===== src/rtl/tff_bank_counter_pkg.sv =====
// rtl/tff_bank_counter_pkg.sv - shared mode encoding for the T flip-flop bank counter
// Purpose: operating-mode constants used by tff_bank_counter and anything that drives its mode port.
// Ports:   none (package).
package tff_bank_counter_pkg;

   typedef enum logic [1:0] {
      MODE_TOGGLE = 2'd0,
      MODE_UP     = 2'd1,
      MODE_DOWN   = 2'd2,
      MODE_HOLD   = 2'd3
   } mode_t;

endpackage


===== src/rtl/tff_cell.sv =====
// rtl/tff_cell.sv - single T flip-flop with async active-low reset and synchronous load
// Purpose: one bit of the bank; toggles when t=1, takes d when load=1 (load wins).
// Ports:   clk  - rising-edge clock
//          rst  - asynchronous active-low reset, q returns to RST_VAL
//          t    - toggle request
//          load - synchronous load strobe
//          d    - load value
//          q    - flip-flop state
module tff_cell #(
   parameter logic RST_VAL = 1'b0
) (
   input  logic clk,
   input  logic rst,
   input  logic t,
   input  logic load,
   input  logic d,
   output logic q
);

   always_ff @(posedge clk or negedge rst) begin
      if (!rst) begin
         q <= RST_VAL;
      end else if (load) begin
         q <= d;
      end else if (t) begin
         q <= ~q;
      end
   end

endmodule


===== src/rtl/tff_bank_counter.sv =====
// rtl/tff_bank_counter.sv - WIDTH-bit T flip-flop bank with toggle/up/down/hold modes
// Purpose: general toggle/counter primitive; modulo-MOD counting, synchronous load
//          (saturated to MOD-1), count enable, complementary outputs, registered wrap pulse.
// Ports:   clk   - rising-edge clock
//          rst   - asynchronous active-low reset
//          mode  - 0 toggle, 1 up, 2 down, 3 hold
//          en    - advance enable for modes 0-2
//          t_in  - per-bit toggle request (mode 0)
//          load  - synchronous load strobe, highest priority
//          d_in  - load value
//          q     - bank state
//          q_b   - bitwise complement of q
//          wrap  - one-cycle pulse after an edge on which the counter wrapped
module tff_bank_counter
   import tff_bank_counter_pkg::*;
#(
   parameter int unsigned     WIDTH   = 4,
   parameter longint unsigned MOD     = 64'd1 << WIDTH,
   parameter logic [WIDTH-1:0] RST_VAL = '0
) (
   input  logic             clk,
   input  logic             rst,
   input  logic [1:0]       mode,
   input  logic             en,
   input  logic [WIDTH-1:0] t_in,
   input  logic             load,
   input  logic [WIDTH-1:0] d_in,
   output logic [WIDTH-1:0] q,
   output logic [WIDTH-1:0] q_b,
   output logic             wrap
);

   // One extra bit so that MOD = 2**WIDTH is representable in the compares.
   localparam logic [WIDTH:0]   MOD_W    = MOD[WIDTH:0];
   localparam logic [WIDTH:0]   MOD_M1   = MOD_W - (WIDTH+1)'(1);
   localparam logic [WIDTH-1:0] MOD_M1_Q = MOD_M1[WIDTH-1:0];

   logic [WIDTH:0]   q_ext;
   logic [WIDTH-1:0] d_sat;
   logic [WIDTH-1:0] next_q;
   logic [WIDTH-1:0] toggle_vec;
   logic             wrap_d;

   assign q_ext = {1'b0, q};
   assign d_sat = ({1'b0, d_in} < MOD_W) ? d_in : MOD_M1_Q;

   always_comb begin
      next_q = q;
      wrap_d = 1'b0;
      if (load) begin
         next_q = d_sat;
      end else if (en) begin
         case (mode_t'(mode))
            MODE_TOGGLE: next_q = q ^ t_in;
            MODE_UP: begin
               // >= rather than == so an out-of-range q left by mode 0 recovers to 0.
               if (q_ext >= MOD_M1) begin
                  next_q = '0;
                  wrap_d = 1'b1;
               end else begin
                  next_q = q + WIDTH'(1);
               end
            end
            MODE_DOWN: begin
               if (q == '0 || q_ext >= MOD_W) begin
                  next_q = MOD_M1_Q;
                  wrap_d = 1'b1;
               end else begin
                  next_q = q - WIDTH'(1);
               end
            end
            MODE_HOLD: next_q = q;
         endcase
      end
      // Every next-state choice is expressed as a toggle of the bits that change;
      // in mode 0 this reduces to t_in itself.
      toggle_vec = q ^ next_q;
   end

   for (genvar i = 0; i < WIDTH; i++) begin : g_cell
      tff_cell #(
         .RST_VAL (RST_VAL[i])
      ) u_cell (
         .clk  (clk),
         .rst  (rst),
         .t    (toggle_vec[i]),
         .load (load),
         .d    (d_sat[i]),
         .q    (q[i])
      );
   end

   always_ff @(posedge clk or negedge rst) begin
      if (!rst) begin
         wrap <= 1'b0;
      end else begin
         wrap <= wrap_d;
      end
   end

   assign q_b = ~q;

endmodule

===== config.mk =====
export PLATFORM = sky130hd
export DESIGN_NAME = tff_bank_counter
export DESIGN_NICKNAME = d
export VERILOG_FILES = /design/src/rtl/tff_bank_counter_pkg.sv /design/src/rtl/tff_cell.sv /design/src/rtl/tff_bank_counter.sv
export SDC_FILE = /design/constraint.sdc
export NUM_CORES = 1
export LEC_CHECK = 0
export CAP_MARGIN = 20
export CORE_MARGIN = 2
export CORE_UTILIZATION = 34
export CTS_CLUSTER_DIAMETER = 150
export CTS_CLUSTER_SIZE = 12
export DETAILED_ROUTE_END_ITERATION = 8
export GPL_ROUTABILITY_DRIVEN = 1
export GPL_TIMING_DRIVEN = 0
export SLEW_MARGIN = 25
export SYNTH_ARGS = -nofsm -noshare
export SYNTH_HDL_FRONTEND = slang
export SYNTH_SLANG_ARGS = --single-unit

===== constraint.sdc =====
create_clock -name clk -period 2.12 [get_ports clk]
set_input_delay 0.424 -clock clk [delete_from_list [all_inputs] [get_ports clk]]
set_output_delay 0.424 -clock clk [all_outputs]
set_load 0.01 [all_outputs]

==> run metrics <==
run status=completed; RePlAce Congestion=roughly 0.76; synthesis warning total=0; Rel. slew slack=72.5%; Slowest-stage cell, CP=clkdlybuf4s50_1; Area contributors post-synth=dfrtp_1, ha_1, inv_1; Max Root-Sink Buffers=2; Pleak=a little under 0.0004 uW; vias per cell=5.16; TritonCTS Buffers=3; htree depth=1; placeable core area=between 1500 and 2000 um2; CP arrival=2.14 ns; synthesized instance count=76; Crit Path Category=primary input to flip-flop; Mapped Avg Cell Area=between 9 and 10 um2; crit-path max cell delay=0.51 ns; clock latency on the worst-skew pair=about 0.24 ns; TritonRoute pass-1 iters=4; Worst EP required=roughly 2.2 ns; cell family contributing the most delay on the critical path=buffers and inverters; minimum clock period=between 2 and 2.5 ns; RSZ-0062 raised after global routing=false; maximum VDD drop=~0.15 mV; total gr overflow=0; Die Width=48.9 um; Avg WL per Cell=12.4 um; setup ws final=between 0.1 and 0.15 ns; CTS Root Cell=clkbuf_4; Layout Nets=between 100 and 150; Die H=between 40 and 50 um; Syn Std Cell Area=686 um2; diodes inserted=0; Synth Net Count=96; sequential area share after synthesis=between 15 and 20%; area leader, netlist=dfrtp_1; Die ar.=2390 um2; maximum clock rate=between 0.4 and 0.5 GHz; Placed Instances=between 100 and 150; number of distinct library cells after synthesis=34; clock-pin slew on the worst setup and hold paths=roughly 0.04 ns; DPL Wire Length=about 1300 um; Fill cells=a little under 200; min-delay worst type=primary input to async pin; Post-synth EDFFs=0; # clock sinks=5; Setup TNS=0 ns; prevailing post-synth register cell=dfrtp_1; total power=between 400 and 500 uW; Max-Cap Viols=0; Total GRT Usage=~15%; worst path bufs/invs=2; vias in the first global route=590; Yosys reg bits=5; Final period util=about 95%; drt drc=0; # hold bufs at CTS=0; I/O pins=23; FP Rows=16; Worst Setup Slack post-DPL=-0.181 ns; Initial Utilization=between 30% and 40%; final setup fails=0; drt first-iter violations=16; Power Density=just under 500 nW/um2; Synth top area share=18.2%; worst slew pin tran=about 0.40 ns; Detail Route Antenna Nets=0; ys async rst share=100%; fin. max-slew vios=0; Reg area=between 100 and 150 um2; input/output buffers=21; Startpoint Class=primary input; Worst Skew=about 0.0014 ns; initial antenna violation count=0; routed vias=660; final core utilization=between 40% and 50%; CTS tree=yes; final wirelength=roughly 1600 um; Worst setup EP type=flip-flop; final hold violation count=0; first-pass GRT wire length=between 2000 and 3000 um; area of the multi-input gates=around 440 um2; Layout Cells excl Fill=128; largest net degree at the start of global routing=11; share of cells above drive strength 1=17.8%; Area Overhead vs Synth=39.8%; chain of cells forming the critical path=clkdlybuf4s50_1 > inv_1 > ha_1 > mux2_2 > a221oi_1 > a31oi_1 > o31a_1; crit-path max FO=7
-- synth_stat cells (3+ instances only) --
cell type and number:
buf_6 3, ha_1 6, nor2_1 3, buf_4 4
nand3_1 4, a21oi_1 5, inv_1 10, dfrtp_1 5
o21ai_0 3, nand2b_1 4
-- routing by layer --
layer  wire length (um)  vias up  track usage, %
met5                  0        -               0
met4                 21        0            7.14
met3                 89        2            2.45
met2                752       21            22.6
met1                729      305            20.0
li1                   -      332               -
-- state kept, by name, summed over array words and instances, names as in the netlist --
| register | cells |
|---|---|
| wrap | 1 |
| g_cell.u_cell.q | 4 |
-- kinds of logic after synthesis --
group / Yosys count / share of synthesized area (%)
flops: 5 / 18.2
mux: 2 / 3.10
compound gates: 27 / 33.6
simple gates: 17 / 16.1
fa+ha+maj: 6 / 10.9
buf+inv: 19 / 18.1
-- what timing repair did --
action                                  CTS  global route
endpoints found under the setup margin    0             1
resized for setup                         0             1
buffers inserted                          0             0
hold endpoints to repair                  0             0
-- layout make-up --
type                       count  area share [%]
clock buffer                   4            2.74
buffer                         9            9.01
inverter                      10            3.92
sequential                     5            13.1
tap                           27            3.52
multi-input combinational     52            45.8
timing repair buffer          21            21.9
-- report_power, final --
part | total, uW | switching (uW) | internal (uW)
clock network | 109 | 37.9 | 71.1
registers | 121 | 15.7 | 105
logic | 232 | 103 | 128
total | 462 | 157 | 305
-- through the flow --
step / hold WS (ns) / cell area (um2)
3_5_place_dp: 0.658 / 930
2_1_floorplan: 0.128 / 686
6_report: 0.398 / 958
3_3_place_gp: 0.658 / 930
4_1_cts: 0.396 / 956
5_1_grt: 0.403 / 958
-- cells in the final DEF, fill, tap and decap left out, types with 2 or more instances in the layout --
master,instances
a211oi_1,2
a21oi_1,5
a22o_1,2
buf_4,4
buf_6,3
clkbuf_4,3
clkdlybuf4s50_1,21
dfrtp_1,5
ha_1,5
inv_1,10
nand2_1,2
nand2b_1,4
nand3_1,4
nor2_1,3
nor3b_1,2
o21ai_0,3
o31ai_1,2
-- worst paths after layout --
| kind | start | endpoint | slack [ns] | cells after the start |
|---|---|---|---|---|
| max | mode[1] | g_cell[1].u_cell.q | 0.11 | 7 |
| min | rst | g_cell[0].u_cell.q | 0.40 | 1 |
| max reg2reg | g_cell[1].u_cell.q | g_cell[1].u_cell.q | 0.15 | 6 |
| min reg2reg | g_cell[0].u_cell.q | g_cell[3].u_cell.q | 0.71 | 2 |
| max in group asynchronous | rst | g_cell[1].u_cell.q | 1.54 | 1 |
| min in group clk | en | wrap | 0.51 | 3 |
No activity file was read; power rests on OpenSTA's default activity.
